**src/rtl/conv_cfg_sched_if.sv**
```systemverilog
// Host configuration port for conv_cfg_sched:
// valid/ready write channel plus a commit strobe.
interface conv_cfg_sched_if #(
    parameter int C_W = 8
);
    logic           i_cfg_valid;
    logic           o_cfg_ready;
    logic [2:0]     i_cfg_addr;
    logic [C_W+1:0] i_cfg_data;
    logic           i_cfg_commit;

    modport master (
        output i_cfg_valid,
        output i_cfg_addr,
        output i_cfg_data,
        output i_cfg_commit,
        input  o_cfg_ready
    );

    modport slave (
        input  i_cfg_valid,
        input  i_cfg_addr,
        input  i_cfg_data,
        input  i_cfg_commit,
        output o_cfg_ready
    );
endinterface

```
**src/rtl/conv_cfg_sched.sv**
```systemverilog
// Frame-synchronous threshold scheduler for conv: shadow bank copied to active at frame start.
// Optional CFG_AUTO_WB_EN adds per-frame auto adjustment of the WB threshold.
`ifndef COLOR_WIDTH
`define COLOR_WIDTH 8
`endif

module conv_cfg_sched #(
    parameter int             C_W          = `COLOR_WIDTH,
    parameter logic [C_W+1:0] RGB_ERR_DEF  = 'd24,
    parameter logic [C_W+1:0] RGB_VMIN_DEF = 'd16,
    parameter logic [C_W+1:0] RGB_VMAX_DEF = 'd255,
    parameter logic [C_W+1:0] YEL_ERR_DEF  = 'd24,
    parameter logic [C_W+1:0] YEL_VMIN_DEF = 'd16,
    parameter logic [C_W+1:0] YEL_VMAX_DEF = 'd255,
    parameter logic [C_W+1:0] WB_THR_DEF   = 'd96,
    parameter logic [19:0]    WB_CNT_HI    = 20'd200000,
    parameter logic [19:0]    WB_CNT_LO    = 20'd50000
) (
    input  logic                sys_clk,
    input  logic                sys_rst,
    input  logic                i_post_camvs,
    conv_cfg_sched_if.slave     cfg,
    input  logic                i_valid,
    input  logic [15:0]         i_data,
    output logic [C_W+1:0]      o_RGB_err,
    output logic [C_W+1:0]      o_RGB_Vmin,
    output logic [C_W+1:0]      o_RGB_Vmax,
    output logic [C_W+1:0]      o_YELLOW_err,
    output logic [C_W+1:0]      o_YELLOW_Vmin,
    output logic [C_W+1:0]      o_YELLOW_Vmax,
    output logic [C_W+1:0]      o_WB_threshold,
    output logic                o_pending,
    output logic                o_applied,
    output logic                o_cfg_err,
    output logic [15:0]         o_frame_cnt
);

    localparam logic [C_W+1:0] DEFS [7] = '{
        RGB_ERR_DEF, RGB_VMIN_DEF, RGB_VMAX_DEF,
        YEL_ERR_DEF, YEL_VMIN_DEF, YEL_VMAX_DEF,
        WB_THR_DEF
    };

    typedef enum logic [1:0] {
        IDLE,
        DIRTY,
        ARMED,
        APPLY
    } state_t;

    state_t         state;
    state_t         state_nx;
    logic           camvs_d;
    logic           fs;
    logic           accept;
    logic           wr_en;
    logic [C_W+1:0] shadow [7];
    logic [C_W+1:0] active [7];

    assign fs     = i_post_camvs & ~camvs_d;
    assign accept = cfg.i_cfg_valid & cfg.o_cfg_ready;
    assign wr_en  = accept & (cfg.i_cfg_addr != 3'd7);

    always_ff @(posedge sys_clk or posedge sys_rst) begin
        if (sys_rst) begin
            camvs_d     <= 1'b0;
            o_frame_cnt <= 16'd0;
            o_cfg_err   <= 1'b0;
            state       <= IDLE;
        end else begin
            camvs_d     <= i_post_camvs;
            o_cfg_err   <= accept & (cfg.i_cfg_addr == 3'd7);
            state       <= state_nx;
            if (fs)
                o_frame_cnt <= o_frame_cnt + 16'd1;
        end
    end

    always_comb begin
        state_nx        = state;
        cfg.o_cfg_ready = 1'b0;
        o_pending       = 1'b0;
        o_applied       = 1'b0;
        unique case (state)
            IDLE: begin
                cfg.o_cfg_ready = 1'b1;
                if (cfg.i_cfg_commit)
                    state_nx = ARMED;
                else if (wr_en)
                    state_nx = DIRTY;
            end
            DIRTY: begin
                cfg.o_cfg_ready = 1'b1;
                o_pending       = 1'b1;
                if (cfg.i_cfg_commit)
                    state_nx = ARMED;
            end
            ARMED: begin
                o_pending = 1'b1;
                if (fs)
                    state_nx = APPLY;
            end
            APPLY: begin
                o_applied = 1'b1;
                state_nx  = IDLE;
            end
        endcase
    end

    always_ff @(posedge sys_clk or posedge sys_rst) begin
        if (sys_rst) begin
            for (int i = 0; i < 7; i++)
                shadow[i] <= DEFS[i];
        end else if (wr_en) begin
            shadow[cfg.i_cfg_addr] <= cfg.i_cfg_data;
        end
    end

`ifdef CFG_AUTO_WB_EN
    logic [C_W+1:0] pix_sum;
    logic [19:0]    wb_cnt;

    // Luma-like brightness: R and B scaled to G's 6-bit range.
    assign pix_sum = {{(C_W-4){1'b0}}, i_data[15:11], 1'b0}
                   + {{(C_W-4){1'b0}}, i_data[10:5]}
                   + {{(C_W-4){1'b0}}, i_data[4:0], 1'b0};

    always_ff @(posedge sys_clk or posedge sys_rst) begin
        if (sys_rst)
            wb_cnt <= 20'd0;
        else if (fs || state == APPLY)
            wb_cnt <= 20'd0;
        else if (i_valid && pix_sum > active[6] && wb_cnt != 20'hFFFFF)
            wb_cnt <= wb_cnt + 20'd1;
    end

    always_ff @(posedge sys_clk or posedge sys_rst) begin
        if (sys_rst) begin
            for (int i = 0; i < 7; i++)
                active[i] <= DEFS[i];
        end else if (state == APPLY) begin
            for (int i = 0; i < 7; i++)
                active[i] <= shadow[i];
        end else if (fs) begin
            if (wb_cnt > WB_CNT_HI && !(&active[6]))
                active[6] <= active[6] + 1'b1;
            else if (wb_cnt < WB_CNT_LO && active[6] != '0)
                active[6] <= active[6] - 1'b1;
        end
    end
`else
    logic unused_wb;
    assign unused_wb = ^{i_valid, i_data, WB_CNT_HI, WB_CNT_LO};

    always_ff @(posedge sys_clk or posedge sys_rst) begin
        if (sys_rst) begin
            for (int i = 0; i < 7; i++)
                active[i] <= DEFS[i];
        end else if (state == APPLY) begin
            for (int i = 0; i < 7; i++)
                active[i] <= shadow[i];
        end
    end
`endif

    assign o_RGB_err      = active[0];
    assign o_RGB_Vmin     = active[1];
    assign o_RGB_Vmax     = active[2];
    assign o_YELLOW_err   = active[3];
    assign o_YELLOW_Vmin  = active[4];
    assign o_YELLOW_Vmax  = active[5];
    assign o_WB_threshold = active[6];

endmodule
```
**src/flat_wrapper.sv**
```systemverilog
// flat-port wrapper written by rule: the top's interface ports become plain ports
module conv_cfg_sched_flat 
#(
    parameter int             C_W          = `COLOR_WIDTH,
    parameter logic [C_W+1:0] RGB_ERR_DEF  = 'd24,
    parameter logic [C_W+1:0] RGB_VMIN_DEF = 'd16,
    parameter logic [C_W+1:0] RGB_VMAX_DEF = 'd255,
    parameter logic [C_W+1:0] YEL_ERR_DEF  = 'd24,
    parameter logic [C_W+1:0] YEL_VMIN_DEF = 'd16,
    parameter logic [C_W+1:0] YEL_VMAX_DEF = 'd255,
    parameter logic [C_W+1:0] WB_THR_DEF   = 'd96,
    parameter logic [19:0]    WB_CNT_HI    = 20'd200000,
    parameter logic [19:0]    WB_CNT_LO    = 20'd50000
)
  (sys_clk, sys_rst, i_post_camvs, i_valid, i_data, o_RGB_err, o_RGB_Vmin, o_RGB_Vmax, o_YELLOW_err, o_YELLOW_Vmin, o_YELLOW_Vmax, o_WB_threshold, o_pending, o_applied, o_cfg_err, o_frame_cnt, cfg_i_cfg_valid, cfg_i_cfg_addr, cfg_i_cfg_data, cfg_i_cfg_commit, cfg_o_cfg_ready);
  conv_cfg_sched_if #(.C_W(C_W)) cfg_i ();
  input  logic sys_clk;
  input  logic sys_rst;
  input  logic i_post_camvs;
  input  logic i_valid;
  input  logic [15:0] i_data;
  output logic [C_W+1:0] o_RGB_err;
  output logic [C_W+1:0] o_RGB_Vmin;
  output logic [C_W+1:0] o_RGB_Vmax;
  output logic [C_W+1:0] o_YELLOW_err;
  output logic [C_W+1:0] o_YELLOW_Vmin;
  output logic [C_W+1:0] o_YELLOW_Vmax;
  output logic [C_W+1:0] o_WB_threshold;
  output logic o_pending;
  output logic o_applied;
  output logic o_cfg_err;
  output logic [15:0] o_frame_cnt;
  input wire logic [$bits(cfg_i.i_cfg_valid)-1:0] cfg_i_cfg_valid;
  input wire logic [$bits(cfg_i.i_cfg_addr)-1:0] cfg_i_cfg_addr;
  input wire logic [$bits(cfg_i.i_cfg_data)-1:0] cfg_i_cfg_data;
  input wire logic [$bits(cfg_i.i_cfg_commit)-1:0] cfg_i_cfg_commit;
  output wire logic [$bits(cfg_i.o_cfg_ready)-1:0] cfg_o_cfg_ready;
  assign cfg_i.i_cfg_valid = cfg_i_cfg_valid;
  assign cfg_i.i_cfg_addr = cfg_i_cfg_addr;
  assign cfg_i.i_cfg_data = cfg_i_cfg_data;
  assign cfg_i.i_cfg_commit = cfg_i_cfg_commit;
  assign cfg_o_cfg_ready = cfg_i.o_cfg_ready;
  conv_cfg_sched #(.C_W(C_W), .RGB_ERR_DEF(RGB_ERR_DEF), .RGB_VMIN_DEF(RGB_VMIN_DEF), .RGB_VMAX_DEF(RGB_VMAX_DEF), .YEL_ERR_DEF(YEL_ERR_DEF), .YEL_VMIN_DEF(YEL_VMIN_DEF), .YEL_VMAX_DEF(YEL_VMAX_DEF), .WB_THR_DEF(WB_THR_DEF), .WB_CNT_HI(WB_CNT_HI), .WB_CNT_LO(WB_CNT_LO)) u_core (.sys_clk(sys_clk), .sys_rst(sys_rst), .i_post_camvs(i_post_camvs), .cfg(cfg_i), .i_valid(i_valid), .i_data(i_data), .o_RGB_err(o_RGB_err), .o_RGB_Vmin(o_RGB_Vmin), .o_RGB_Vmax(o_RGB_Vmax), .o_YELLOW_err(o_YELLOW_err), .o_YELLOW_Vmin(o_YELLOW_Vmin), .o_YELLOW_Vmax(o_YELLOW_Vmax), .o_WB_threshold(o_WB_threshold), .o_pending(o_pending), .o_applied(o_applied), .o_cfg_err(o_cfg_err), .o_frame_cnt(o_frame_cnt));
endmodule
```
**config.mk**
```make
export PLATFORM = sky130hd
export DESIGN_NAME = conv_cfg_sched_flat
export DESIGN_NICKNAME = d
export VERILOG_FILES = /design/src/rtl/conv_cfg_sched_if.sv /design/src/rtl/conv_cfg_sched.sv /design/src/flat_wrapper.sv
export SDC_FILE = /design/constraint.sdc
export NUM_CORES = 1
export LEC_CHECK = 0
export BUFFER_PORTS_ARGS = -buffer_cell sky130_fd_sc_hd__buf_4
export CORE_ASPECT_RATIO = 1.5
export CORE_UTILIZATION = 30
export CTS_BUF_LIST = sky130_fd_sc_hd__clkbuf_16
export DETAILED_ROUTE_END_ITERATION = 16
export MAX_ROUTING_LAYER = met4
export SYNTH_ARGS = -nofsm -noshare
export SYNTH_HDL_FRONTEND = slang
export SYNTH_SLANG_ARGS = --single-unit
```
**constraint.sdc**
```tcl
create_clock -name sys_clk -period 4.81 [get_ports sys_clk]
set_input_delay 0.2405 -clock sys_clk [delete_from_list [all_inputs] [get_ports sys_clk]]
set_output_delay 0.2405 -clock sys_clk [all_outputs]
set_load 0.1 [all_outputs]
```
==> flow_summary.html, run 1 <==
<table>
<tr><th>Metric</th><th>Value</th></tr>
<tr><th colspan="2">STA</th></tr>
<tr><td>Fin crit share</td><td>0.4966</td></tr>
<tr><td>Setup repair after global routing missed its margin</td><td>no</td></tr>
<tr><td>Worst-Margin Slew</td><td>1.037 ns</td></tr>
<tr><td>Max-slew violation count</td><td>0</td></tr>
<tr><td>Number of setup violations in the final report</td><td>0</td></tr>
<tr><td>Final Hold Violating Endpoints</td><td>0</td></tr>
<tr><td>Maximum clock rate</td><td>about 420 MHz</td></tr>
<tr><td>Total negative slack</td><td>0 ns</td></tr>
<tr><td>Minimum clock period after layout</td><td>2.389 ns</td></tr>
<tr><td>Final clock skew</td><td>0.009730 ns</td></tr>
<tr><td>Slew headroom</td><td>0.3088</td></tr>
<tr><th colspan="2">Logic synthesis</th></tr>
<tr><td>Main combinational cell family by area after synthesis</td><td>multiplexers</td></tr>
<tr><td>Adder-cell area share of the yosys netlist</td><td>0.01202</td></tr>
<tr><td>Mean Syn Cell Area</td><td>between 15 and 20 um^2</td></tr>
<tr><td>Number of synthesis warnings</td><td>0</td></tr>
<tr><td>Area fraction in and, or, nand and nor cells after synthesis</td><td>0.04367</td></tr>
<tr><td>Synthesized area</td><td>6246 um^2</td></tr>
<tr><td>Register bit total from synthesis</td><td>160</td></tr>
<tr><td>Sequential share of the synthesized area</td><td>0.6506</td></tr>
<tr><td>Count of different cell masters after synthesis</td><td>33</td></tr>
<tr><td>Fraction of post-synthesis cell area in the top cell type by area</td><td>0.4487</td></tr>
<tr><td>Post-synthesis cell type with the largest combined area</td><td>dfrtp_1</td></tr>
<tr><td>Share of cell area taken by muxes after synthesis</td><td>0.2588</td></tr>
<tr><td>Xor and xnor fraction of the mapped netlist area</td><td>0.02103</td></tr>
<tr><td>Ranking of synthesized cells by area</td><td>dfrtp_1 45%, mux2_2 25%, dfstp_2 20%, xnor2_1 1.4%, ha_1 1.2%</td></tr>
<tr><td>Post-Synthesis Cells</td><td>391</td></tr>
<tr><td>Fraction of the mapped netlist area in compound gates</td><td>0.003005</td></tr>
<tr><td>Number of nets produced by synthesis</td><td>432</td></tr>
<tr><th colspan="2">Floorplan</th></tr>
<tr><td>Width of the die</td><td>119.8 um</td></tr>
<tr><td>Placeable core region</td><td>20,420 um^2</td></tr>
<tr><td>Site Rows</td><td>64</td></tr>
<tr><td>Initial core utilization</td><td>0.3059</td></tr>
<tr><td>Die Ht</td><td>between 150 and 200 um</td></tr>
<tr><td>I/O pin cnt</td><td>about 130</td></tr>
<tr><td>Die area</td><td>21,410 um^2</td></tr>
<tr><th colspan="2">CTS</th></tr>
<tr><td>Clock tree from TritonCTS</td><td>built</td></tr>
<tr><td>Number of sinks handled by clock tree synthesis</td><td>160</td></tr>
<tr><td>Clock tree root buffer cell</td><td>clkbuf_16</td></tr>
<tr><td>Clk Latency, worst-skew pair</td><td>0.42 ns</td></tr>
<tr><td>Resized Gates After CTS</td><td>0</td></tr>
<tr><td>Total clock buffers created by CTS</td><td>17</td></tr>
<tr><td>Clock slew at the register clock pins of the worst setup and hold paths</td><td>approximately 0.06 ns</td></tr>
<tr><td>Longest Clk Path Bufs</td><td>2</td></tr>
<tr><td>H-tree levels</td><td>4</td></tr>
<tr><th colspan="2">Setup path</th></tr>
<tr><td>Crit Path Class</td><td>reg2out</td></tr>
<tr><td>Reg2reg path depth</td><td>5</td></tr>
<tr><td>Flop2flop setup slack</td><td>2.46 ns</td></tr>
<tr><td>Critical Path Start Type</td><td>register</td></tr>
<tr><td>Required arrival time at the worst endpoint</td><td>between 4 and 5 ns</td></tr>
<tr><td>Crit. End Element</td><td>output port</td></tr>
<tr><td>RR Endpoint</td><td>u_core.shadow[31]$_DFFE_PP0P_</td></tr>
<tr><td>CP Max Fanout</td><td>71</td></tr>
<tr><td>Arrival time worst endpoint</td><td>2.15 ns</td></tr>
<tr><td>Worst r2r src</td><td>u_core.state[0]$_DFFE_PP0P_</td></tr>
<tr><th colspan="2">Detailed routing</th></tr>
<tr><td>Final routed DRC violation total</td><td>0</td></tr>
<tr><td>Number of DRC violations after detailed-routing iteration 0</td><td>99</td></tr>
<tr><td>Vias per cell</td><td>4.479</td></tr>
<tr><td>Number of iterations in the first detailed-routing pass</td><td>4</td></tr>
<tr><td>Avg WL per Cell</td><td>17.06 um</td></tr>
<tr><td>Post-route ant nets</td><td>0</td></tr>
<tr><td>Vias after detailed routing</td><td>3,525</td></tr>
<tr><td>Total wire length</td><td>approximately 13,000 um</td></tr>
<tr><th colspan="2">Cells and area</th></tr>
<tr><td>Fraction of final layout cells with drive strength greater than 1</td><td>0.6348</td></tr>
<tr><td>Post-route design area</td><td>8041 um^2</td></tr>
<tr><td>Antenna Cells</td><td>0</td></tr>
<tr><td>Number of nets in the finished design</td><td>between 500 and 600</td></tr>
<tr><td>Non-filler instance count after layout</td><td>787</td></tr>
<tr><td>Area growth, synth to finish</td><td>28.75%</td></tr>
<tr><td>Post-Route Utilization</td><td>0.3938</td></tr>
<tr><th colspan="2">Global route</th></tr>
<tr><td>Wire length of the first global-routing pass</td><td>~21,000 um</td></tr>
<tr><td>Largest net degree at the start of global routing</td><td>72</td></tr>
<tr><td>Total routing usage reported by global routing</td><td>0.1366</td></tr>
<tr><td>Residual overflow from global routing</td><td>0</td></tr>
<tr><td>Vias in the first global route</td><td>3,696</td></tr>
<tr><td>Antenna violations before repair</td><td>0</td></tr>
<tr><th colspan="2">Placed design</th></tr>
<tr><td>Final HPWL from detailed placement</td><td>between 9000 and 10,000 um</td></tr>
<tr><td>Buffers added on ports</td><td>107</td></tr>
<tr><td>Cell area reported after detailed placement</td><td>approximately 7400 um^2</td></tr>
<tr><td>Final weighted congestion of routability-driven global placement</td><td>0.8057</td></tr>
<tr><td>Placed cell count</td><td>753</td></tr>
<tr><th colspan="2">Hold path</th></tr>
<tr><td>Class of the most critical hold timing path</td><td>in2reg</td></tr>
<tr><td>Number of cells on the worst hold path</td><td>2</td></tr>
<tr><td>Hold EP</td><td>u_core.shadow[29]$_DFFE_PP0P_</td></tr>
<tr><td>Start point of the worst min-delay path</td><td>cfg_i_cfg_data[9]</td></tr>
<tr><th colspan="2">Outcome</th></tr>
<tr><td>Status</td><td>completed</td></tr>
<tr><th colspan="2">Run</th></tr>
<tr><td>Max Cap Viol</td><td>0</td></tr>
</table>
[cells by family (layout without fill, tap and decap cells)]
family	after synthesis	after routing
AOI/OAI and AO/OA	3	3
xor gates and xnor gates	15	15
adders and majority gates	6	6
buffers and inverters	17	149
DFF	160	160
muxes	144	144
and+or+nand+nor	46	46
[how the worst max path moves through the flow]
stage                                 from                             to
3_5_place_dp   u_core.state[1]$_DFFE_PP0P_  u_core.shadow[30]$_DFFE_PP0P_
4_1_cts        u_core.state[0]$_DFFE_PP0P_                      o_applied
6_report       u_core.state[0]$_DFFE_PP0P_                      o_applied
2_1_floorplan                      sys_rst       u_core.camvs_d$_DFF_PP0_
3_3_place_gp   u_core.state[1]$_DFFE_PP0P_  u_core.shadow[30]$_DFFE_PP0P_
5_1_grt        u_core.state[1]$_DFFE_PP0P_  u_core.shadow[30]$_DFFE_PP0P_
[Yosys cell counts]
cell type and number:
mux2_2 140, dfrtp_1 112, dfstp_2 48, nand2_1 11, xnor2_1 10, clkbuf_1 8, ha_1 6, inv_1 6
nand3_1 6, nor2_1 5, xor2_1 5, mux2i_1 4, and3_1 3, nand2b_1 3, buf_2 2, nand3b_1 2
nand4_1 2, nor2_4 2, nor3_1 2, a21oi_1 1, a221oi_1 1, and2_1 1, clkbuf_2 1, nor2_2 1
nor2b_1 1, nor3_2 1, nor3_4 1, nor3b_1 1, nor4_2 1, o21ai_0 1, or2_1 1, or3_1 1
or4_1 1
[state kept, by name (all words and copies together), names as in the netlist]
name / flops
u_core.shadow: 70
u_core.o_frame_cnt: 16
u_core.o_RGB_Vmax: 10
u_core.o_RGB_Vmin: 10
u_core.o_RGB_err: 10
u_core.o_WB_threshold: 10
u_core.o_YELLOW_Vmax: 10
u_core.o_YELLOW_Vmin: 10
u_core.o_YELLOW_err: 10
u_core.state: 2
u_core.camvs_d: 1
u_core.o_cfg_err: 1
[critical path: stages (launching register included)]
cell and delay, ns:
dfrtp_1 0.42, ha_4 0.85, buf_4 0.44
[layout by cell type, fill, tap and decap left out, drive strengths merged, types with 2 or more instances in the layout]
| cell | n |
|---|---|
| mux2 | 140 |
| dfrtp | 112 |
| buf | 109 |
| dfstp | 48 |
| clkbuf | 17 |
| nand2 | 11 |
| xnor2 | 10 |
| inv | 10 |
| nor2 | 8 |
| nand3 | 6 |
| bufinv | 6 |
| ha | 6 |
| xor2 | 5 |
| mux2i | 4 |
| nor3 | 4 |
| clkinv | 4 |
| and3 | 3 |
| nand2b | 3 |
| nand3b | 2 |
| nand4 | 2 |
| dlygate4sd3 | 2 |
[metrics by stage]
| step | hold slack (ns) | setup slack, ns |
|---|---|---|
| 2_1_floorplan | 0.2719 | 0.3290 |
| 3_3_place_gp | 0.3573 | 2.458 |
| 3_5_place_dp | 0.3731 | 2.413 |
| 4_1_cts | 0.1027 | 2.344 |
| 5_1_grt | 0.1125 | 2.242 |
| 6_report | 0.1203 | 2.421 |
[area by class of cell]
class / instances / area [um^2]
repair buffers: 111 / 838.3
multi-input cells: 214 / 2127
flip-flops and latches: 160 / 4064
fillers: 1915 / 12380
clock buffers: 17 / 425.4
clock inverters: 15 / 229.0
well taps: 264 / 330.3
inverters: 6 / 27.53
[layer usage]
metal,global-route usage,vias to the layer above,wire (um)
met2,0.2435,71,7405
met5,-,-,0
met1,0.1455,1835,5371
li1,-,1603,-
met4,0.06354,0,243
met3,0.02640,16,406
[timing repair]
action                                 CTS  global route
hold buffers                             2             0
setup buffers                            0             0
endpoints found under the hold margin   53             0
Power of run 1 is not shown: default switching activity piles up to over one toggle a cycle in this logic, so the estimate is an artifact.
==> run 2, diff against run 1 <==
--- a/config.mk
+++ b/config.mk
@@ -5,6 +5,7 @@
 export SDC_FILE = /design/constraint.sdc
 export NUM_CORES = 1
 export LEC_CHECK = 0
+export ABC_AREA = 1
 export BUFFER_PORTS_ARGS = -buffer_cell sky130_fd_sc_hd__buf_4
 export CORE_ASPECT_RATIO = 1.5
 export CORE_UTILIZATION = 30
==> constraint.sdc (replaced) <==
create_clock -name sys_clk -period 2.4 [get_ports sys_clk]
set_input_delay 0.12 -clock sys_clk [delete_from_list [all_inputs] [get_ports sys_clk]]
set_output_delay 0.12 -clock sys_clk [all_outputs]
set_load 0.1 [all_outputs]
==> run 2 against run 1 <==
Net effect: critical path depth rose by 1; largest cell class unchanged; setup slack worse by 2.1 ns; non-clock buffer count grew 16; register-to-register slack lost 1.9 ns; wire length increased by 9.9%; highest routed layer unchanged; critical path type unchanged; cell count grew 22%; worst hold slack worse by 0.077 ns; flip-flop and latch count stayed put.
==> flow_summary.html, run 2 <==
<table>
<tr><th>Metric</th><th>Value</th></tr>
<tr><th colspan="2">Setup path</th></tr>
<tr><td>Critical Path Start Type</td><td>register</td></tr>
<tr><td>Setup crit start</td><td>u_core.state[0]$_DFFE_PP0P_</td></tr>
<tr><td>Worst r2r src</td><td>u_core.state[0]$_DFFE_PP0P_</td></tr>
<tr><td>Arrival time worst endpoint</td><td>1.94 ns (-0.21 ns)</td></tr>
<tr><td>Crit. End Element</td><td>output port</td></tr>
<tr><td>Crit path largest cell delay</td><td>0.47 ns (-0.38 ns)</td></tr>
<tr><td>Cell family contributing the most delay on the critical path</td><td>buffers and inverters</td></tr>
<tr><td>Crit Path Class</td><td>reg2out</td></tr>
<tr><td>Number of buffers and inverters on the critical path</td><td>2 (+1)</td></tr>
<tr><td>Cell-by-cell trace of the critical path</td><td>ha_4 &gt; buf_12 &gt; buf_4</td></tr>
<tr><td>Required arrival time at the worst endpoint</td><td>2.28 ns (-2.29 ns)</td></tr>
<tr><td>CP Max Fanout</td><td>30 (-58%)</td></tr>
<tr><td>Crit path max-delay cell type</td><td>ha_4</td></tr>
<tr><th colspan="2">Detailed routing</th></tr>
<tr><td>Number of DRC violations after detailed-routing iteration 0</td><td>162 (+64%)</td></tr>
<tr><td>Post-route ant nets</td><td>0 (unchanged)</td></tr>
<tr><td>Final routed DRC violation total</td><td>0 (unchanged)</td></tr>
<tr><td>Number of iterations in the first detailed-routing pass</td><td>5 (+1)</td></tr>
<tr><td>Vias per cell</td><td>4.441 (-0.85%)</td></tr>
<tr><td>Avg WL per Cell</td><td>15.43 um (-9.6%)</td></tr>
<tr><td>Vias after detailed routing</td><td>4,250 (+21%)</td></tr>
<tr><td>Total wire length</td><td>14,760 um (+9.9%)</td></tr>
<tr><th colspan="2">STA</th></tr>
<tr><td>Slew headroom</td><td>0.4528 (+0.1440)</td></tr>
<tr><td>Total negative slack</td><td>0 ns (unchanged)</td></tr>
<tr><td>Worst-Margin Slew</td><td>0.8191 ns (-0.2178 ns)</td></tr>
<tr><td>Number of setup violations in the final report</td><td>0 (unchanged)</td></tr>
<tr><td>Fin crit share</td><td>0.8568</td></tr>
<tr><td>Setup repair after global routing missed its margin</td><td>no</td></tr>
<tr><td>Final Hold Violating Endpoints</td><td>0 (unchanged)</td></tr>
<tr><td>Final clock skew</td><td>0.006717 ns (-0.003013 ns)</td></tr>
<tr><td>Minimum clock period after layout</td><td>between 2 and 2.5 ns</td></tr>
<tr><td>Maximum clock rate</td><td>486.3 MHz</td></tr>
<tr><td>Max-slew violation count</td><td>0 (unchanged)</td></tr>
<tr><th colspan="2">CTS</th></tr>
<tr><td>Clk Latency, worst-skew pair</td><td>0.42 ns (about the same)</td></tr>
<tr><td>Clock tree from TritonCTS</td><td>built</td></tr>
<tr><td>Number of buffers inserted for hold repair after clock tree synthesis</td><td>4 (+2)</td></tr>
<tr><td>Longest Clk Path Bufs</td><td>2 (unchanged)</td></tr>
<tr><td>Number of sinks handled by clock tree synthesis</td><td>160 (unchanged)</td></tr>
<tr><td>H-tree levels</td><td>4 (unchanged)</td></tr>
<tr><td>Clock tree root buffer cell</td><td>clkbuf_16</td></tr>
<tr><td>Post-CTS setup-driven buffer insertion count</td><td>0 (unchanged)</td></tr>
<tr><td>Clock slew at the register clock pins of the worst setup and hold paths</td><td>0.06 ns (about the same)</td></tr>
<tr><td>Resized Gates After CTS</td><td>0 (unchanged)</td></tr>
<tr><td>Total clock buffers created by CTS</td><td>17 (unchanged)</td></tr>
<tr><th colspan="2">Logic synthesis</th></tr>
<tr><td>Number of synthesis warnings</td><td>0 (unchanged)</td></tr>
<tr><td>Post-Synthesis Cells</td><td>548 (+40%)</td></tr>
<tr><td>Post-synthesis cell type with the largest combined area</td><td>dfrtp_1</td></tr>
<tr><td>Synthesized area</td><td>6585 um^2 (+5.4%)</td></tr>
<tr><td>Sequential share of the synthesized area</td><td>0.6171 (-0.03350)</td></tr>
<tr><td>Most repeated cell in the gate-level netlist after synthesis</td><td>dfrtp_1</td></tr>
<tr><td>Number of nets produced by synthesis</td><td>589 (+36%)</td></tr>
<tr><td>Number of synthesized flops with an enable pin</td><td>0 (unchanged)</td></tr>
<tr><td>Count of different cell masters after synthesis</td><td>27 (-18%)</td></tr>
<tr><td>Adder-cell area share of the yosys netlist</td><td>0.01140 (-0.0006189)</td></tr>
<tr><td>Primary FF master, synth</td><td>dfrtp_1</td></tr>
<tr><td>Fraction of post-synthesis cell area in the top cell type by area</td><td>0.4256 (-0.02311)</td></tr>
<tr><td>Mean Syn Cell Area</td><td>12.02 um^2 (-25%)</td></tr>
<tr><td>Area fraction in and, or, nand and nor cells after synthesis</td><td>0.1167 (+0.07299)</td></tr>
<tr><td>Leading post-synthesis cells by instance count</td><td>112 x dfrtp_1, 103 x nand2_1, 70 x mux2_2</td></tr>
<tr><td>Register bit total from synthesis</td><td>160 (unchanged)</td></tr>
<tr><td>Fraction of the mapped netlist area in compound gates</td><td>0.07790 (+0.07490)</td></tr>
<tr><td>Main combinational cell family by area after synthesis</td><td>multiplexers</td></tr>
<tr><td>Fraction of registers with async set or reset after synthesis</td><td>1.000 (unchanged)</td></tr>
<tr><td>Xor and xnor fraction of the mapped netlist area</td><td>0.01064 (-0.01039)</td></tr>
<tr><td>Ranking of synthesized cells by area</td><td>dfrtp_1 43%, dfstp_2 19%, mux2_2 12%, nand2_1 5.9%, o21ai_2 4.0%</td></tr>
<tr><td>Share of cell area taken by muxes after synthesis</td><td>0.1197 (-0.1391)</td></tr>
<tr><th colspan="2">Cells and area</th></tr>
<tr><td>Most common library cell in the layout ignoring fill and taps</td><td>buf_4</td></tr>
<tr><td>Filler cell count</td><td>2,138 (+12%)</td></tr>
<tr><td>Max FFs per register</td><td>70 (unchanged)</td></tr>
<tr><td>Number of nets in the finished design</td><td>713 (+29%)</td></tr>
<tr><td>Largest registers in the final layout</td><td>u_core.shadow: 70 flops, u_core.o_frame_cnt: 16 flops</td></tr>
<tr><td>Commonest cells after routing, fill and taps aside</td><td>119 x buf_4, 112 x dfrtp_1, 103 x nand2_1</td></tr>
<tr><td>Fraction of final layout cells with drive strength greater than 1</td><td>0.4964 (-0.1384)</td></tr>
<tr><td>Antenna Cells</td><td>0 (unchanged)</td></tr>
<tr><td>Area growth, synth to finish</td><td>27.08%</td></tr>
<tr><td>Most flops, register</td><td>u_core.shadow</td></tr>
<tr><th colspan="2">Floorplan</th></tr>
<tr><td>Site Rows</td><td>66 (+3.1%)</td></tr>
<tr><td>Die Ht</td><td>183.5 um (+2.6%)</td></tr>
<tr><td>Width of the die</td><td>123.0 um (+2.6%)</td></tr>
<tr><td>Die area</td><td>22,560 um^2 (+5.3%)</td></tr>
<tr><td>Placeable core region</td><td>21,640 um^2 (+6.0%)</td></tr>
<tr><td>I/O pin cnt</td><td>125 (unchanged)</td></tr>
<tr><td>Initial core utilization</td><td>0.3044 (-0.001522)</td></tr>
<tr><th colspan="2">Global route</th></tr>
<tr><td>Antenna violations before repair</td><td>0 (unchanged)</td></tr>
<tr><td>Global Route met2 Usage</td><td>0.2319 (-0.01159)</td></tr>
<tr><td>Met3 Resource Use GR</td><td>0.04063 (+0.01423)</td></tr>
<tr><td>Largest net degree at the start of global routing</td><td>33 (-54%)</td></tr>
<tr><td>Vias in the first global route</td><td>4,206 (+14%)</td></tr>
<tr><td>Most used routing layer</td><td>met2</td></tr>
<tr><td>Fraction of met1 tracks used by global routing</td><td>0.1783 (+0.03285)</td></tr>
<tr><td>Total routing usage reported by global routing</td><td>0.1469 (+0.01026)</td></tr>
<tr><td>Residual overflow from global routing</td><td>0 (unchanged)</td></tr>
<tr><td>Wire length of the first global-routing pass</td><td>23,460 um (+12%)</td></tr>
<tr><th colspan="2">Hold path</th></tr>
<tr><td>Class of the most critical hold timing path</td><td>in2reg</td></tr>
<tr><td>Start point of the worst min-delay path</td><td>cfg_i_cfg_commit</td></tr>
<tr><th colspan="2">Placed design</th></tr>
<tr><td>Final weighted congestion of routability-driven global placement</td><td>0.7740 (-3.9%)</td></tr>
<tr><td>Final HPWL from detailed placement</td><td>10,020 um (+9.5%)</td></tr>
<tr><td>Buffers added on ports</td><td>107 (unchanged)</td></tr>
<tr><th colspan="2">Outcome</th></tr>
<tr><td>Status</td><td>completed</td></tr>
<tr><th colspan="2">Run</th></tr>
<tr><td>Max Cap Viol</td><td>0 (unchanged)</td></tr>
</table>
run 2: kinds of logic (layout without fill, tap and decap cells):
group / count (synthesis) / in the layout
multiplexers: 70 / 70
AND/OR/NAND/NOR: 167 / 167
AO/OA/AOI/OAI: 78 / 78
flip-flops: 160 / 160
XOR/XNOR: 8 / 8
buffers and inverters: 59 / 196
adder cells (fa/ha/maj): 6 / 6
run 2: cell type report:
| type | count | area, um^2 | share of cell area |
|---|---|---|---|
| multi-input combinational | 329 | 2227 | 0.2661 |
| clock buffer | 17 | 425.4 | 0.05084 |
| sequential | 160 | 4064 | 0.4856 |
| timing repair buffer | 127 | 1013 | 0.1211 |
| tap | 272 | 340.3 | 0.04067 |
| inverter | 37 | 142.6 | 0.01705 |
| clock inverter | 15 | 155.1 | 0.01854 |
run 2: worst register-to-register path, delay by kind of cell (launching register included):
kind                       cells  cell delay (ns)
DFF                            1             0.44
adders and majority gates      1             0.24
buffers and inverters          1             0.11
and+or+nand+nor                2             0.58
AOI/OAI and AO/OA              2             0.34
run 2: per-layer routing:
metal,wire length (um),up-vias
li1,-,2039
met1,6422,2095
met2,7436,98
met3,671,18
met4,231,0
met5,0,-
run 2: stage by stage:
step	std cells	hold slack [ns]	utilization	area [um^2]	setup WS, ns
global route	957	0.04953	0.3868	8368	0.2128
detailed placement	921	0.2591	0.3581	7747	0.5991
global placement	921	0.2570	0.3581	7747	0.6610
floorplan	548	0.1514	-	6589	0.2903
CTS	957	0.02063	0.3868	8368	0.2735
finish	957	0.04313	0.3868	8368	0.3436
run 2: path summary, 6_finish.rpt:
kind	endpoint	slack, ns	depth (start not counted)
worst min register to register	u_core.shadow[43]$_DFFE_PP1P_	0.47	2
worst min-delay path	u_core.state[0]$_DFFE_PP0P_	0.04	4
min in group asynchronous	u_core.o_WB_threshold[8]$_DFFE_PP0P_	0.42	3
worst max register to register	u_core.shadow[67]$_DFFE_PP0P_	0.60	6
worst max-delay path	o_applied	0.34	3
max in group asynchronous	u_core.shadow[46]$_DFFE_PP1P_	1.24	4
Power of run 2 is left out for the same reason.
==> run 3, diff against run 2 <==
--- a/config.mk
+++ b/config.mk
@@ -12,6 +12,7 @@
 export CTS_BUF_LIST = sky130_fd_sc_hd__clkbuf_16
 export DETAILED_ROUTE_END_ITERATION = 16
 export MAX_ROUTING_LAYER = met4
+export PLACE_DENSITY = 0.57
 export SYNTH_ARGS = -nofsm -noshare
 export SYNTH_HDL_FRONTEND = slang
 export SYNTH_SLANG_ARGS = --single-unit
==> run 3 against run 2 <==
Net effect: the run now ends with design-rule violations left; final area grew 0.27%; sequential share of layout area fell by 0.13 points; core utilization grew 0.10 points; clock skew is 0.0018 ns higher; global-route usage decreased by 0.38 points; non-clock buffer count is 7 lower; count of clock-buffer cells in the layout unchanged; critical path type unchanged; highest routed layer unchanged.
==> flow_summary.html, run 3 (same netlist as run 2, synthesis figures left out) <==
<table>
<tr><th>Metric</th><th>Value</th></tr>
<tr><th colspan="2">CTS</th></tr>
<tr><td>Number of sinks handled by clock tree synthesis</td><td>160 (unchanged)</td></tr>
<tr><td>Number of buffers inserted for hold repair after clock tree synthesis</td><td>4 (unchanged)</td></tr>
<tr><td>Longest Clk Path Bufs</td><td>2 (unchanged)</td></tr>
<tr><td>Resized Gates After CTS</td><td>0 (unchanged)</td></tr>
<tr><td>Clk Latency, worst-skew pair</td><td>0.42 ns (about the same)</td></tr>
<tr><td>Clock tree from TritonCTS</td><td>built</td></tr>
<tr><td>Post-CTS setup-driven buffer insertion count</td><td>0 (unchanged)</td></tr>
<tr><td>Clock tree root buffer cell</td><td>clkbuf_16</td></tr>
<tr><td>Clock slew at the register clock pins of the worst setup and hold paths</td><td>0.07 ns (about the same)</td></tr>
<tr><td>Total clock buffers created by CTS</td><td>17 (unchanged)</td></tr>
<tr><td>H-tree levels</td><td>4 (unchanged)</td></tr>
<tr><th colspan="2">Detailed routing</th></tr>
<tr><td>Avg WL per Cell</td><td>15.27 um (-1.0%)</td></tr>
<tr><td>Vias after detailed routing</td><td>4,209 (-0.96%)</td></tr>
<tr><td>Number of DRC violations after detailed-routing iteration 0</td><td>248 (+53%)</td></tr>
<tr><td>Vias per cell</td><td>4.431 (-0.23%)</td></tr>
<tr><td>Final routed DRC violation total</td><td>2 (+2)</td></tr>
<tr><td>Total wire length</td><td>14,500 um (-1.8%)</td></tr>
<tr><td>Number of iterations in the first detailed-routing pass</td><td>12 (+7)</td></tr>
<tr><td>Post-route ant nets</td><td>0 (unchanged)</td></tr>
<tr><th colspan="2">Cells and area</th></tr>
<tr><td>Largest registers in the final layout</td><td>u_core.shadow: 70 flops, u_core.o_frame_cnt: 16 flops</td></tr>
<tr><td>Area growth, synth to finish</td><td>27.42%</td></tr>
<tr><td>Most flops, register</td><td>u_core.shadow</td></tr>
<tr><td>Max FFs per register</td><td>70 (unchanged)</td></tr>
<tr><td>Sequential standard cell area</td><td>4064 um^2 (unchanged)</td></tr>
<tr><td>Number of nets in the finished design</td><td>706 (-0.98%)</td></tr>
<tr><td>Commonest cells after routing, fill and taps aside</td><td>113 x buf_4, 112 x dfrtp_1, 103 x nand2_1</td></tr>
<tr><td>Antenna Cells</td><td>0 (unchanged)</td></tr>
<tr><td>Most common library cell in the layout ignoring fill and taps</td><td>buf_4</td></tr>
<tr><td>Fraction of final layout cells with drive strength greater than 1</td><td>0.4985 (+0.002175)</td></tr>
<tr><td>Filler cell count</td><td>2,116 (-1.0%)</td></tr>
<tr><td>Multi-input combinational cell area</td><td>2227 um^2 (unchanged)</td></tr>
<tr><th colspan="2">Global route</th></tr>
<tr><td>Largest net degree at the start of global routing</td><td>94 (+180%)</td></tr>
<tr><td>Wire length of the first global-routing pass</td><td>23,210 um (-1.1%)</td></tr>
<tr><td>Total routing usage reported by global routing</td><td>0.1431 (-0.003817)</td></tr>
<tr><td>Residual overflow from global routing</td><td>0 (unchanged)</td></tr>
<tr><td>Antenna violations before repair</td><td>0 (unchanged)</td></tr>
<tr><td>Vias in the first global route</td><td>4,246 (+0.95%)</td></tr>
<tr><th colspan="2">STA</th></tr>
<tr><td>Worst-Margin Slew</td><td>0.5746 ns (-0.2445 ns)</td></tr>
<tr><td>Total negative slack</td><td>0 ns (unchanged)</td></tr>
<tr><td>Setup repair after global routing missed its margin</td><td>no</td></tr>
<tr><td>Final clock skew</td><td>0.008564 ns (+0.001846 ns)</td></tr>
<tr><td>Maximum clock rate</td><td>532.1 MHz (+9.4%)</td></tr>
<tr><td>Final Hold Violating Endpoints</td><td>0 (unchanged)</td></tr>
<tr><td>Minimum clock period after layout</td><td>1.879 ns (-0.1770 ns)</td></tr>
<tr><td>Fin crit share</td><td>0.7831 (-0.07373)</td></tr>
<tr><td>Hold slack final</td><td>0.03999 ns (-0.003133 ns)</td></tr>
<tr><td>Max-slew violation count</td><td>0 (unchanged)</td></tr>
<tr><td>Number of setup violations in the final report</td><td>0 (unchanged)</td></tr>
<tr><td>Slew headroom</td><td>0.6160 (+0.1632)</td></tr>
<tr><th colspan="2">Placed design</th></tr>
<tr><td>Final HPWL from detailed placement</td><td>9515 um (-5.0%)</td></tr>
<tr><td>Final weighted congestion of routability-driven global placement</td><td>0.7740 (unchanged)</td></tr>
<tr><td>Buffers added on ports</td><td>107 (unchanged)</td></tr>
<tr><th colspan="2">Setup path</th></tr>
<tr><td>Critical Path Start Type</td><td>register</td></tr>
<tr><td>Setup crit start</td><td>u_core.state[0]$_DFFE_PP0P_</td></tr>
<tr><td>CP Max Fanout</td><td>71 (+140%)</td></tr>
<tr><td>Crit Path Class</td><td>reg2out</td></tr>
<tr><td>Required arrival time at the worst endpoint</td><td>2.28 ns (about the same)</td></tr>
<tr><td>Arrival time worst endpoint</td><td>1.76 ns (-0.18 ns)</td></tr>
<tr><td>Crit. End Element</td><td>output port</td></tr>
<tr><td>Worst r2r src</td><td>u_core.state[0]$_DFFE_PP0P_</td></tr>
<tr><th colspan="2">Outcome</th></tr>
<tr><td>Status</td><td>finished, violations left</td></tr>
<tr><td>Violated checks</td><td>design-rule violations</td></tr>
<tr><th colspan="2">Floorplan</th></tr>
<tr><td>Initial core utilization</td><td>0.3044 (unchanged)</td></tr>
<tr><td>I/O pin cnt</td><td>125 (unchanged)</td></tr>
<tr><td>Die Ht</td><td>183.5 um (unchanged)</td></tr>
<tr><td>Placeable core region</td><td>21,640 um^2 (unchanged)</td></tr>
<tr><td>Width of the die</td><td>123.0 um (unchanged)</td></tr>
<tr><td>Site Rows</td><td>66 (unchanged)</td></tr>
<tr><td>Die area</td><td>22,560 um^2 (unchanged)</td></tr>
<tr><th colspan="2">Hold path</th></tr>
<tr><td>Class of the most critical hold timing path</td><td>in2reg</td></tr>
<tr><td>Start point of the worst min-delay path</td><td>cfg_i_cfg_commit</td></tr>
<tr><th colspan="2">Run</th></tr>
<tr><td>Max Cap Viol</td><td>0 (unchanged)</td></tr>
</table>
-- run 3: per-stage QoR --
stage	setup slack, ns	util	area [um^2]	std cells
after CTS	0.4577	0.3878	8391	950
after floorplan	0.2903	-	6589	548
after global placement	0.6675	0.3551	7682	914
final	0.5205	0.3878	8391	950
after global routing	0.4050	0.3878	8391	950
after detailed placement	0.6067	0.3551	7682	914
-- run 3: final cells by class --
class | count | share of cell area
clock buffers | 17 | 0.05070
clock inverters | 15 | 0.02893
inverters | 37 | 0.01700
multi-input cells | 329 | 0.2654
flip-flops and latches | 160 | 0.4843
well taps | 272 | 0.04056
repair buffers | 120 | 0.1130
-- run 3: path summary, 6_finish.rpt --
| kind | endpoint | slack (ns) | cells past startpoint |
|---|---|---|---|
| min reg2reg | u_core.shadow[33]$_DFFE_PP1P_ | 0.47 | 2 |
| max | o_applied | 0.52 | 3 |
| min in group asynchronous | u_core.o_YELLOW_err[2]$_DFFE_PP0P_ | 0.40 | 4 |
| min | u_core.state[0]$_DFFE_PP0P_ | 0.04 | 4 |
| max in group asynchronous | u_core.shadow[17]$_DFFE_PP1P_ | 1.54 | 4 |
| max reg2reg | u_core.shadow[25]$_DFFE_PP0P_ | 0.63 | 5 |
-- run 3: per-layer routing --
layer / GRT usage / up-vias / part of all wire
met4: 0.04530 / 0 / 0.013
met2: 0.2303 / 84 / 0.51
met5: - / - / 0
li1: - / 2032 / -
met1: 0.1756 / 2079 / 0.43
met3: 0.03505 / 14 / 0.045
-- run 3: critical path, stage by stage (launching register included) --
cell and delay, ns:
dfrtp_1 0.44, ha_4 0.17, buf_12 0.35, buf_4 0.37
Power of run 3 is left out for the same reason.
